--- src/rtl/seq_magnitude_comparator_if.sv ---
// Handshake/result bundle for the bit-serial magnitude comparator.
// master drives the request side, slave is the comparator.
interface seq_magnitude_comparator_if #(
  parameter int WIDTH = 8
);
  localparam int CNT_W = $clog2(WIDTH + 1);

  logic             start;
  logic             signed_mode;
  logic [WIDTH-1:0] a;
  logic [WIDTH-1:0] b;
  logic             busy;
  logic             done;
  logic             gt;
  logic             eq;
  logic             lt;
  logic [CNT_W-1:0] nbits;

  modport master (
    output start, signed_mode, a, b,
    input  busy, done, gt, eq, lt, nbits
  );

  modport slave (
    input  start, signed_mode, a, b,
    output busy, done, gt, eq, lt, nbits
  );
endinterface

--- src/rtl/seq_magnitude_comparator.sv ---
// Bit-serial MSB-first magnitude comparator: one bit per clock, stops at the
// first differing bit, unsigned or two's-complement per transaction.
module seq_magnitude_comparator #(
  parameter  int WIDTH = 8,
  localparam int CNT_W = $clog2(WIDTH + 1),
  localparam int IDX_W = (WIDTH > 1) ? $clog2(WIDTH) : 1
) (
  input  logic                        clk,
  input  logic                        rst,
  seq_magnitude_comparator_if.slave   cmp
);

  typedef enum logic {IDLE, SCAN} state_t;

  state_t           state_q, state_n;
  logic [WIDTH-1:0] a_q, a_n, b_q, b_n;
  logic             sm_q, sm_n;
  logic [IDX_W-1:0] idx_q, idx_n;
  logic             busy_q, busy_n, done_q, done_n;
  logic             gt_q, gt_n, eq_q, eq_n, lt_q, lt_n;
  logic [CNT_W-1:0] nbits_q, nbits_n;

  logic bit_a, bit_b, inv;

  assign bit_a = a_q[idx_q];
  assign bit_b = b_q[idx_q];
  // A set sign bit means negative, so the MSB sense flips in signed mode.
  assign inv   = sm_q && (idx_q == IDX_W'(WIDTH - 1));

  always_ff @(posedge clk or posedge rst) begin
    if (rst) begin
      state_q <= IDLE;
      a_q     <= '0;
      b_q     <= '0;
      sm_q    <= 1'b0;
      idx_q   <= '0;
      busy_q  <= 1'b0;
      done_q  <= 1'b0;
      gt_q    <= 1'b0;
      eq_q    <= 1'b0;
      lt_q    <= 1'b0;
      nbits_q <= '0;
    end else begin
      state_q <= state_n;
      a_q     <= a_n;
      b_q     <= b_n;
      sm_q    <= sm_n;
      idx_q   <= idx_n;
      busy_q  <= busy_n;
      done_q  <= done_n;
      gt_q    <= gt_n;
      eq_q    <= eq_n;
      lt_q    <= lt_n;
      nbits_q <= nbits_n;
    end
  end

  always_comb begin
    state_n = state_q;
    a_n     = a_q;
    b_n     = b_q;
    sm_n    = sm_q;
    idx_n   = idx_q;
    busy_n  = busy_q;
    done_n  = 1'b0;
    gt_n    = gt_q;
    eq_n    = eq_q;
    lt_n    = lt_q;
    nbits_n = nbits_q;
    unique case (state_q)
      IDLE: begin
        // Results hold across a new accept; only done refreshes them.
        if (cmp.start) begin
          a_n     = cmp.a;
          b_n     = cmp.b;
          sm_n    = cmp.signed_mode;
          idx_n   = IDX_W'(WIDTH - 1);
          busy_n  = 1'b1;
          state_n = SCAN;
        end
      end
      SCAN: begin
        if (bit_a != bit_b) begin
          gt_n    = inv ? bit_b : bit_a;
          lt_n    = inv ? bit_a : bit_b;
          eq_n    = 1'b0;
          nbits_n = CNT_W'(WIDTH) - CNT_W'(idx_q);
          done_n  = 1'b1;
          busy_n  = 1'b0;
          state_n = IDLE;
        end else if (idx_q == '0) begin
          gt_n    = 1'b0;
          lt_n    = 1'b0;
          eq_n    = 1'b1;
          nbits_n = CNT_W'(WIDTH);
          done_n  = 1'b1;
          busy_n  = 1'b0;
          state_n = IDLE;
        end else begin
          idx_n = idx_q - 1'b1;
        end
      end
      default: state_n = IDLE;
    endcase
  end

  assign cmp.busy  = busy_q;
  assign cmp.done  = done_q;
  assign cmp.gt    = gt_q;
  assign cmp.eq    = eq_q;
  assign cmp.lt    = lt_q;
  assign cmp.nbits = nbits_q;

endmodule

--- src/flat_wrapper.sv ---
// flat-port wrapper written by rule: the top's interface ports become plain ports
module seq_magnitude_comparator_flat 
#(
  parameter  int WIDTH = 8,
  localparam int CNT_W = $clog2(WIDTH + 1),
  localparam int IDX_W = (WIDTH > 1) ? $clog2(WIDTH) : 1
)
  (clk, rst, cmp_start, cmp_signed_mode, cmp_a, cmp_b, cmp_busy, cmp_done, cmp_gt, cmp_eq, cmp_lt, cmp_nbits);
  seq_magnitude_comparator_if #(.WIDTH(WIDTH)) cmp_i ();
  input  logic clk;
  input  logic rst;
  input wire logic [$bits(cmp_i.start)-1:0] cmp_start;
  input wire logic [$bits(cmp_i.signed_mode)-1:0] cmp_signed_mode;
  input wire logic [$bits(cmp_i.a)-1:0] cmp_a;
  input wire logic [$bits(cmp_i.b)-1:0] cmp_b;
  output wire logic [$bits(cmp_i.busy)-1:0] cmp_busy;
  output wire logic [$bits(cmp_i.done)-1:0] cmp_done;
  output wire logic [$bits(cmp_i.gt)-1:0] cmp_gt;
  output wire logic [$bits(cmp_i.eq)-1:0] cmp_eq;
  output wire logic [$bits(cmp_i.lt)-1:0] cmp_lt;
  output wire logic [$bits(cmp_i.nbits)-1:0] cmp_nbits;
  assign cmp_i.start = cmp_start;
  assign cmp_i.signed_mode = cmp_signed_mode;
  assign cmp_i.a = cmp_a;
  assign cmp_i.b = cmp_b;
  assign cmp_busy = cmp_i.busy;
  assign cmp_done = cmp_i.done;
  assign cmp_gt = cmp_i.gt;
  assign cmp_eq = cmp_i.eq;
  assign cmp_lt = cmp_i.lt;
  assign cmp_nbits = cmp_i.nbits;
  seq_magnitude_comparator #(.WIDTH(WIDTH)) u_core (.clk(clk), .rst(rst), .cmp(cmp_i));
endmodule
--- config.mk ---
export PLATFORM = sky130hd
export DESIGN_NAME = seq_magnitude_comparator_flat
export DESIGN_NICKNAME = d
export VERILOG_FILES = /design/src/rtl/seq_magnitude_comparator_if.sv /design/src/rtl/seq_magnitude_comparator.sv /design/src/flat_wrapper.sv
export SDC_FILE = /design/constraint.sdc
export NUM_CORES = 1
export LEC_CHECK = 0
export ABC_AREA = 1
export CAP_MARGIN = 20
export CORE_UTILIZATION = 51
export DETAILED_ROUTE_END_ITERATION = 16
export GPL_TIMING_DRIVEN = 0
export PLACE_DENSITY = 0.8
export SLEW_MARGIN = 20
export SYNTH_ARGS = -nofsm -noshare
export SYNTH_HDL_FRONTEND = slang
export SYNTH_SLANG_ARGS = --single-unit
--- constraint.sdc ---
create_clock -name clk -period 1.7 [get_ports clk]
set_input_delay 0.34 -clock clk [delete_from_list [all_inputs] [get_ports clk]]
set_output_delay 0.34 -clock clk [all_outputs]
set_load 0.1 [all_outputs]
==> out/results.txt, run 1 <==
The flow ran to the end, but the final reports show violations. The final reports fail on DRC. The routed wire length per instance was 12.80 um.

The later pin in the worst-skew pair is clocked with a latency of 0.33 ns. The cell sitting at the root of the clock tree is a clkbuf_4. Dividing the final minimum period by the clock period gives 96.15%. Worst setup path category: reg2reg. The actual slew at the worst max-slew pin was 0.6187 ns; the adder and majority gate portion of the synthesized area was 3.200%. The simple logic cell fraction of the synthesized area is 28.00%, and the cell area after synthesis is 1564 um2. For this run, the top clock speed supported by timing is 0.6118 GHz.

The full die area was 3292 um2. The tightest min-delay check is of the in2async type. Compared with the post-synthesis result, the final layout area differs by 26.72%. The iteration-0 DRC count of the detailed router came out at 56.

The maximum net fanout on the critical path is 10, and the wire length after detailed routing is 3290 um. TritonCTS created 5 clock buffers. The vias per cell is 5.342. The logs give 31 for the maximum number of pins on one net before global-route repair and 212 for the net count after synthesis.

During synthesis, Yosys emitted a total of 0 warnings. Summing all non-filler instances in the final layout gives an area of 1982 um2. Main combinational cell family by area after synthesis: simple AND/OR/NAND/NOR gates.

The H-tree was split into 2 levels. The share of the synthesized area in compound gates (AO/OA/AOI/OAI) was 8.960%; the number of max-capacitance violations reported was 0. The y dimension of the die was 57.38 um.

The worst setup path is captured at a register. STA classifies the critical path startpoint as a register. The hold violation count in the final report was 0; the clock-pin slew reported for the worst setup and hold paths after clock tree synthesis was 0.09 ns. CTS saw 30 sinks.

At the end of the flow, the number of nets in the layout was 250. The share of cells above drive strength 1 was 18.58%; the mean instance size in the synthesized netlist was 8.319 um2. The tools report the global route total overflow as 0. The first global-routing pass estimated 5878 um of wire. The cell count after synthesis is 188. Number of setup violations in the final report: 0.

The HPWL reported at the end of detailed placement was 2298 um; the total via count in the routed design was 1,373. For the final routed database, the setup TNS stands at 0 ns. The detail route stage leaves a number of antenna-violating nets equal to 0.

The maximum clock path buffer count was 2. The most common cell after layout, fill and taps aside is nand2_1. The total count of max-transition violations in the final report was 0. The logs give 23.32% for the total routing resource utilization after global routing and 55.29% for the effective utilization at floorplan.

The first TritonRoute pass finished after 10 iterations. The synthesized-area fraction occupied by xor and xnor cells is 0%, and the total placed instance area is 1883 um2. The tools report the setup clock skew after layout as 0.006709 ns. TritonCTS built the clock tree.

The clock period could shrink to 1.635 ns. The weighted congestion reported at the end of routability-driven placement came out at 0.8249. The synthesis-stage register bit count is 30, and the required time reported for the critical path endpoint is 1.92 ns.

After synthesis, flip-flops and latches occupy 48.00% of the total area. Counting distinct cell types in the post-synthesis netlist gives 26. The run gives 0 as the initial antenna violation count. Headroom to the max-slew limit came out at 58.69%. The number of input and output port buffers inserted works out to 28. In the synthesized netlist, mux cells make up 0.7200% of the area.

0 antenna diodes ended up in the layout. For the number of global-route vias before repair, the log shows 1,436. From left edge to right edge, the die measures 57.38 um. In this run the standard cell core region covers 2829 um2. The floorplan has 19 rows. The library cells used most frequently in the layout, excluding fill and tap cells, are nand2_1, dfrtp_1, inv_1. Data on the critical path arrives at its endpoint at 1.85 ns.

29 I/O pins were placed. The tools report the remaining routing DRC violations as 3.
[final cells by class]
cell class	count	area, um2
clock buffers	7	45.04
flip-flops and latches	30	753.2
well taps	31	38.79
fillers	233	847.1
inverters	25	98.84
plain buffers	9	80.08
repair buffers	31	311.5
multi-input cells	124	654.4
[cells by family (layout without fill, tap and decap cells)]
kind of cell	Yosys count	in the layout
mux	1	1
simple gates	93	93
flops	30	30
fa+ha+maj	4	4
buf+inv	34	72
compound gates	26	26
[cell usage after synthesis]
library cell,instances,share of area [%]
mux2_2,1,0.72
ha_1,4,3.2
o21ai_2,2,1.1
a21oi_1,17,5.4
o21ai_0,5,1.6
buf_4,1,0.48
clkbuf_8,1,0.88
clkbuf_1,1,0.24
nand4_1,3,1.2
buf_6,2,1.4
buf_2,1,0.32
nor3_1,1,0.32
dfrtp_1,30,48
nand3_2,4,2.6
or2_2,1,0.40
nand2_2,5,2.0
o211ai_1,1,0.48
inv_2,2,0.48
nand2_1,41,9.8
buf_1,2,0.48
nor2_1,16,3.8
nand3_1,21,6.7
inv_1,23,5.5
buf_12,1,1.3
o21ai_1,1,0.32
nand3_4,1,1.1
[path summary, 6_finish.rpt]
check | from | to | slack [ns] | depth (start not counted)
min reg2reg | u_core.cmp.busy$_DFFE_PP0P_ | u_core.cmp.busy$_DFFE_PP0P_ | 0.50 | 2
max reg2reg | u_core.idx_q[0]$_DFFE_PP0P_ | u_core.idx_q[0]$_DFFE_PP0P_ | 0.07 | 11
max in group asynchronous | rst | u_core.idx_q[1]$_DFFE_PP0P_ | 0.86 | 2
max | u_core.idx_q[0]$_DFFE_PP0P_ | u_core.idx_q[0]$_DFFE_PP0P_ | 0.07 | 11
min | rst | u_core.b_q[2]$_DFFE_PP0P_ | 0.41 | 2
min in group clk | u_core.cmp.busy$_DFFE_PP0P_ | u_core.cmp.busy$_DFFE_PP0P_ | 0.50 | 2
[registers in the layout (all words and copies together) (netlist names)]
signal and count:
u_core.idx_q 3, u_core.a_q 8, u_core.sm_q 1, u_core.cmp.eq 1
u_core.cmp.gt 1, u_core.cmp.done 1, u_core.state_q 1, u_core.cmp.nbits 4
u_core.cmp.lt 1, u_core.cmp.busy 1, u_core.b_q 8
[routing by layer]
layer,vias to the layer above,track usage (%),part of all wire [%]
met2,45,42.19,50
li1,672,-,-
met5,-,0,0
met3,10,4.989,4.0
met4,0,9.756,2.1
met1,646,26.41,44
[per-stage QoR]
stage,cells,util (%),worst slack (ns),hold WS [ns]
6_report,257,70.06,0.06540,0.4064
5_1_grt,257,70.06,-0.03455,0.4520
4_1_cts,254,68.55,0.07480,0.5007
3_5_place_dp,247,66.56,-0.1362,0.4794
3_3_place_gp,247,66.56,-0.1162,0.4764
2_1_floorplan,188,-,0.2793,0.4308
[critical path, stage by stage, from the launching register on]
cell     delay [ns]
dfrtp_2        0.44
buf_2          0.20
nand2_1        0.07
nand3_1        0.10
nand2_1        0.05
nand2_1        0.05
nand2_1        0.09
nand2_4        0.11
nand3_4        0.10
buf_12         0.15
nand4_1        0.07
nand2_1        0.07
[repair_timing]
action,CTS,global route
buffers inserted,0,2
hold buffers,0,0
gates cloned,0,1
resized for setup,27,7
endpoints found under the setup margin,9,10
Power of run 1 is left out: the tool's default activity adds up to more than one toggle a clock period on the data nets, which glitch-free logic cannot reach.
==> inputs of run 2 (changes only) <==
--- a/config.mk
+++ b/config.mk
@@ -10,6 +10,7 @@
 export CORE_UTILIZATION = 51
 export DETAILED_ROUTE_END_ITERATION = 16
 export GPL_TIMING_DRIVEN = 0
+export HOLD_SLACK_MARGIN = 0.12
 export PLACE_DENSITY = 0.8
 export SLEW_MARGIN = 20
 export SYNTH_ARGS = -nofsm -noshare
==> constraint.sdc (replaced) <==
create_clock -name clk -period 1.7 [get_ports clk]
set_input_delay 0.34 -clock clk [delete_from_list [all_inputs] [get_ports clk]]
set_output_delay 0.34 -clock clk [all_outputs]
set_load 0.01 [all_outputs]
==> out/results.txt, run 2 (synthesis gave the netlist of run 1 again) <==
The run gives 3247 um (-1.3%) as the wire length after detailed routing. The clock latency of the later-clocked register in the worst-skew pair came out at 0.32 ns (about the same). The total count of max-transition violations in the final report is 0 (unchanged), and the number of global-route vias before repair is 1,435 (-0.070%).

In this run the worst hold path is classified as in2async. The checks that failed: DRC. The global route total overflow is 0 (unchanged), and the total via count in the routed design is 1,353 (-1.5%). The footprint of the multi-input gates is 654.4 um2 (unchanged), and the routed wire length per instance is 12.63 um (-1.3%). The run gives 1.92 ns (about the same) as the required time reported for the critical path endpoint.

The logs give 244 (+4.7%) for the fill cell instance count of the final layout and 10 (unchanged) for the first-pass detailed-route iteration total. The total non-filler cell area in the finished layout was 1971 um2 (-0.57%); the y dimension of the die was 57.38 um (unchanged). The effective utilization at floorplan is 55.29% (unchanged), and the hold violation count in the final report is 0 (unchanged).

The worst register-to-register path ends at u_core.idx_q[0]$_DFFE_PP0P_. Worst setup path category: reg2reg. The first-pass GRT wire length is 5865 um (-0.22%). The H-tree depth reported by CTS is 2 (unchanged). The vias per cell works out to 5.265 (-1.5%). The share of the cycle needed by the critical path after routing is 94.98% (-1.2 points).

STA classifies the critical path startpoint as a register. The number of nets in the final layout is 250 (unchanged). The actual slew at the worst max-slew pin works out to 0.6258 ns (+0.007067 ns). The number of antenna diodes was 0 (unchanged); the placement row count was 19 (unchanged). The clock-pin slew reported for the worst setup and hold paths after clock tree synthesis was 0.08 ns (about the same); the initial antenna violation count was 0 (unchanged). The logs give 1.012 nW for the leakage power figure and 0 (unchanged) for the number of setup violations in the final report. The startpoint identified for the worst register-to-register timing path is u_core.idx_q[0]$_DFFE_PP0P_.

The number of input and output port buffers inserted works out to 28 (unchanged). The share of cells above drive strength 1 is 14.60% (-4.0 points), and the number of max-capacitance violations reported is 0 (unchanged). The tools report the count of pins on the block boundary as 29 (unchanged). The library cells used most frequently in the layout, excluding fill and tap cells, are nand2_1, clkdlybuf4s50_1, dfrtp_1.

The logs give 5 (unchanged) for the number of buffers inserted during clock tree synthesis and 753.2 um2 (unchanged) for the footprint of the flip-flops and latches. The highest ir drop seen on vdd came out at 0.9390 mV. The final-layout setup total negative slack came out at 0 ns (unchanged). The setup clock skew after layout is 0.004547 ns (-0.002162 ns), and the logic depth of the worst register-to-register path is 11 (unchanged).

The run gives 1 (-2) as the remaining routing DRC violations. The area growth from synthesis to layout is 26.00%. Number of clock sinks seen by CTS: 30 (unchanged). The tools report the area of the core as 2829 um2 (unchanged). The critical path endpoint category was a register.

The run finished, with violations left. The setup slack of the worst register-to-register path is 0.09 ns (+0.02 ns). The maximum net fanout on the critical path is 10 (unchanged). The total routing resource utilization after global routing is 23.27% (-0.048 points), and the timing-limited maximum frequency is 0.6193 GHz (+1.2%).

The run gives 1.83 ns (-0.02 ns) as the data arrival time of the worst path. Dividing total power by cell area gives a power density of 2004 nW/um2. The logs give 3292 um2 (unchanged) for the full die area and 31 (unchanged) for the maximum number of pins on one net before global-route repair. The headroom to the max-slew limit is 58.22% (-0.47 points). The library cell used most frequently in the layout, excluding fill and tap cells, is nand2_1.

The logs give 2298 um (unchanged) for the HPWL reported at the end of detailed placement and 0.8249 (unchanged) for the weighted congestion reported at the end of routability-driven placement. The die width is 57.38 um (unchanged), and the post-route core utilization is 69.66% (-0.40 points). The run gives 60 (+7.1%) as the iteration-0 DRC count of the detailed router.

The number of routed nets with antenna violations was 0 (unchanged); the total placed instance area was 1883 um2 (unchanged). The maximum clock path buffer count was 2 (unchanged). TritonCTS built the clock tree. The final critical delay including setup and external delays came out at 1.615 ns (-0.01994 ns). Clock tree synthesis selected as its root buffer the cell clkbuf_4.
run 2: through the flow:
step                      worst slack, ns  cells  hold slack (ns)  power [mW]
after floorplan                    0.2937    188           0.4308       2.830
after CTS                         0.08158    254           0.5004       3.825
after detailed placement         -0.04325    247           0.4794       3.429
after global placement           -0.07106    247           0.4764       3.363
after global routing             -0.02989    257           0.4524       4.329
final                             0.08534    257           0.4070       3.949
run 2: where the power goes:
part           switching (mW)  internal, mW
Clock                   0.225         0.156
Sequential              0.173          1.07
Combinational            1.33         0.992
Total                    1.73          2.22
run 2: worst max path at each step:
stage	cells after the start	start	slack (ns)	to
after floorplan	10	u_core.idx_q[0]$_DFFE_PP0P_	0.29	u_core.cmp.busy$_DFFE_PP0P_
after global placement	6	cmp_start	-0.07	u_core.idx_q[0]$_DFFE_PP0P_
after detailed placement	5	cmp_start	-0.04	u_core.a_q[1]$_DFFE_PP0P_
after CTS	7	u_core.idx_q[1]$_DFFE_PP0P_	0.08	u_core.cmp.lt$_DFFE_PP0P_
after global routing	11	u_core.idx_q[0]$_DFFE_PP0P_	-0.03	u_core.idx_q[0]$_DFFE_PP0P_
final	11	u_core.idx_q[0]$_DFFE_PP0P_	0.09	u_core.idx_q[0]$_DFFE_PP0P_
run 2: area by class of cell:
type / count / share of cell area [%]
sequential: 30 / 38.22
buffer: 9 / 4.063
tap: 31 / 1.968
inverter: 25 / 5.016
multi-input combinational: 124 / 33.21
clock buffer: 7 / 2.286
timing repair buffer: 31 / 15.24
run 2: routing by layer:
layer / share of wire [%] / GRT usage, %
met3: 4.2 / 4.989
met2: 51 / 42.19
met4: 1.8 / 9.756
met1: 43 / 26.26
met5: 0 / 0
run 2: critical path, cell delays in order (launching register included):
cell and delay, ns:
dfrtp_2 0.44, buf_2 0.20, nand2_1 0.07, nand3_1 0.09, nand2_1 0.05, nand2_1 0.05, nand2_1 0.09, nand2_4 0.11
nand3_4 0.10, buf_12 0.15, nand4_1 0.07, nand2_1 0.07
run 2: timing repair:
action                                  4_1_cts  5_1_grt
setup buffers                                 0        2
hold buffers                                  0        0
endpoints found under the setup margin        0       10
resized for setup                             0        7
Note: power is estimated with default switching activity, not from simulation.
==> inputs of run 3 (changes only) <==
--- a/config.mk
+++ b/config.mk
@@ -7,11 +7,12 @@
 export LEC_CHECK = 0
 export ABC_AREA = 1
 export CAP_MARGIN = 20
-export CORE_UTILIZATION = 51
+export CORE_UTILIZATION = 60
 export DETAILED_ROUTE_END_ITERATION = 16
+export DONT_BUFFER_PORTS = 1
 export GPL_TIMING_DRIVEN = 0
 export HOLD_SLACK_MARGIN = 0.12
-export PLACE_DENSITY = 0.8
+export PLACE_DENSITY = 0.78
 export SLEW_MARGIN = 20
 export SYNTH_ARGS = -nofsm -noshare
 export SYNTH_HDL_FRONTEND = slang
==> out/results.txt, run 3 (synthesis gave the netlist of run 1 again) <==
Effective utilization at floorplan: 63.13% (+7.8 points). The run gives 1,295 (-4.3%) as the total via count in the routed design. The setup slack of the worst register-to-register path was 0.04 ns (-0.04 ns); the setup clock skew after layout was 0.009891 ns (+0.005344 ns).

TritonCTS built the clock tree. The number of antenna diodes was 0 (unchanged); the iteration-0 DRC count of the detailed router was 49 (-18%). The highest ir drop seen on vdd was 1.306 mV (+39%); the share of cells above drive strength 1 was 20.60% (+6.0 points). The full die area is 2815 um2 (-14%). The area of the core is 2477 um2 (-12%). The weighted congestion reported at the end of routability-driven placement is 0.8589 (+4.1%), and the routed wire length per instance is 14.55 um (+15%).

The most congested layer reported by global routing was met2. The number of max-capacitance violations reported is 0 (unchanged), and the timing-limited maximum frequency is 0.6030 GHz (-2.6%). The run gives 4.011 mW (+1.6%) as the total power. The required time reported for the critical path endpoint is 1.91 ns (about the same), and the cell total after placement is 218 (-12%). The maximum clock path buffer count is 2 (unchanged). The most common cell after layout, fill and taps aside is nand2_1. The number of clock sinks seen by CTS is 30 (unchanged). The tightest min-delay check is of the in2reg type.

The worst setup path category was reg2reg. The largest delay contributor family on the critical path was simple AND/OR/NAND/NOR gates. The final critical delay including setup and external delays is 1.658 ns (+0.04363 ns), and the largest stage delay on the critical path is 0.43 ns (about the same). The HPWL reported at the end of detailed placement is 2152 um (-6.3%). The slowest stage of the critical path is the dfrtp_2 cell. The maximum net fanout on the critical path came out at 8 (-2). The run gives 4 (-6) as the first-pass detailed-route iteration total. The leakage power figure is 0.9314 nW (-7.9%).

The number of routed nets with antenna violations came out at 0 (unchanged). The total non-filler cell area in the finished layout was 1759 um2 (-11%). The global route total overflow was 0 (unchanged). The first-pass GRT wire length was 5112 um (-13%); the remaining routing DRC violations was 0 (-1). The data arrival time of the worst path came out at 1.87 ns (+0.04 ns). Walking the worst path, the cells encountered are buf_6 -> nand2_1 -> nand3_1 -> nand2_1 -> nand2_1 -> nand2_1 -> nand2_4 -> nand3_4 -> clkbuf_16 -> nand3_1 -> nand2_1.

The number of standard cells in the final layout excluding fillers was 229 (-11%). The worst setup path is launched from a register. The cell sitting at the root of the clock tree is a clkbuf_4.

For the placement row count, the log shows 18 (-1). The worst setup path is captured at a register. The number of input and output port buffers inserted is 0 (-100%), and the total count of max-transition violations in the final report is 0 (unchanged). Leaving out fill and tap cells, the most frequent cells in the layout are nand2_1, dfrtp_1, inv_1.

The met2 routing resource usage after global routing is 43.25% (+1.1 points). The run gives 2 (unchanged) as the H-tree depth reported by CTS. The number of global-route vias before repair is 1,219 (-15%). Met1 demand-to-capacity share in global routing: 29.38% (+3.1 points).

The hold violation count in the final report was 0 (unchanged); the number of nets in the final layout was 223 (-11%). The y dimension of the die was 53.06 um (-7.5%). Number of buffers and inverters on the critical path: 2 (unchanged). For the number of setup violations in the final report, the log shows 0 (unchanged). The run finished with clean final reports. The vias per cell works out to 5.655 (+7.4%).

The met3 routing resource usage after global routing is 6.609% (+1.6 points). The cell seen most often among critical-path stages is nand2_1. The die width was 53.06 um (-7.5%). Clock-pin slew reported for the worst setup and hold paths after clock tree synthesis: 0.08 ns (about the same). The actual slew at the worst max-slew pin is 0.6004 ns (-0.02542 ns). The headroom to the max-slew limit came out at 59.92% (+1.7 points). The smallest hold slack is 0.1497 ns (-0.2572 ns), and the share of the cycle needed by the critical path after routing is 97.55% (+2.6 points). The logs give 5 (unchanged) for the number of buffers inserted during clock tree synthesis and 199 (-18%) for the fill cell instance count of the final layout. For the initial antenna violation count, the log shows 0 (unchanged). The power density over the cells is 2280 nW/um2 (+14%), and the clock latency of the later-clocked register in the worst-skew pair is 0.34 ns (+0.02 ns).

The tools report the total routing resource utilization after global routing as 25.85% (+2.6 points). The wire length after detailed routing was 3332 um (+2.6%); the count of pins on the block boundary was 29 (unchanged). For the total placed instance area, the log shows 1602 um2 (-15%).

The maximum number of pins on one net before global-route repair was 31 (unchanged). From synthesis to final layout, the design area changed by 12.48%.
[run 3: area by class of cell]
type	count	area [um2]	share of cell area, %
Sequential cell	30	753.2	42.82
Tap cell	30	37.54	2.134
Multi-Input combinational cell	124	694.4	39.47
Clock buffer	7	45.04	2.560
Timing Repair Buffer	4	50.05	2.845
Inverter	25	98.84	5.619
Buffer	9	80.08	4.552
[run 3: power breakdown]
part	switching (mW)	leakage (nW)	internal, mW
clock network	0.240	0.0254	0.155
logic	1.38	0.564	0.918
registers	0.245	0.342	1.07
[run 3: final timing paths]
kind                       cells after the start                        start                              end
max                                           11  u_core.idx_q[0]$_DFFE_PP0P_      u_core.cmp.busy$_DFFE_PP0P_
max reg2reg                                   11  u_core.idx_q[0]$_DFFE_PP0P_      u_core.cmp.busy$_DFFE_PP0P_
max in group asynchronous                      2                          rst      u_core.idx_q[0]$_DFFE_PP0P_
min reg2reg                                    2    u_core.a_q[7]$_DFFE_PP0P_        u_core.a_q[7]$_DFFE_PP0P_
min                                            1              cmp_signed_mode          u_core.sm_q$_DFFE_PP0P_
min in group asynchronous                      2                          rst  u_core.cmp.nbits[1]$_DFFE_PP0P_
[run 3: repair_timing]
item                                    4_1_cts  5_1_grt
resized for setup                             0       16
buffers inserted                              0        2
endpoints found under the setup margin        0       10
hold endpoints to repair                      0       30
hold buffers                                  0        1
[run 3: metrics by stage]
| stage | setup slack (ns) | TNS (ns) | utilization [%] |
|---|---|---|---|
| after floorplan | 0.2937 | 0 | - |
| after global placement | 0.1431 | 0 | 64.65 |
| after detailed placement | 0.08209 | 0 | 64.65 |
| after CTS | 0.06011 | 0 | 66.46 |
| after global routing | -0.06073 | -0.2820 | 71.01 |
| final | 0.04171 | 0 | 71.01 |
[run 3: routing by layer]
metal / wire (um) / share of wire [%]
met2: 1703 / 51
met3: 233 / 7.0
met1: 1308 / 39
met4: 87 / 2.6
met5: 0 / 0
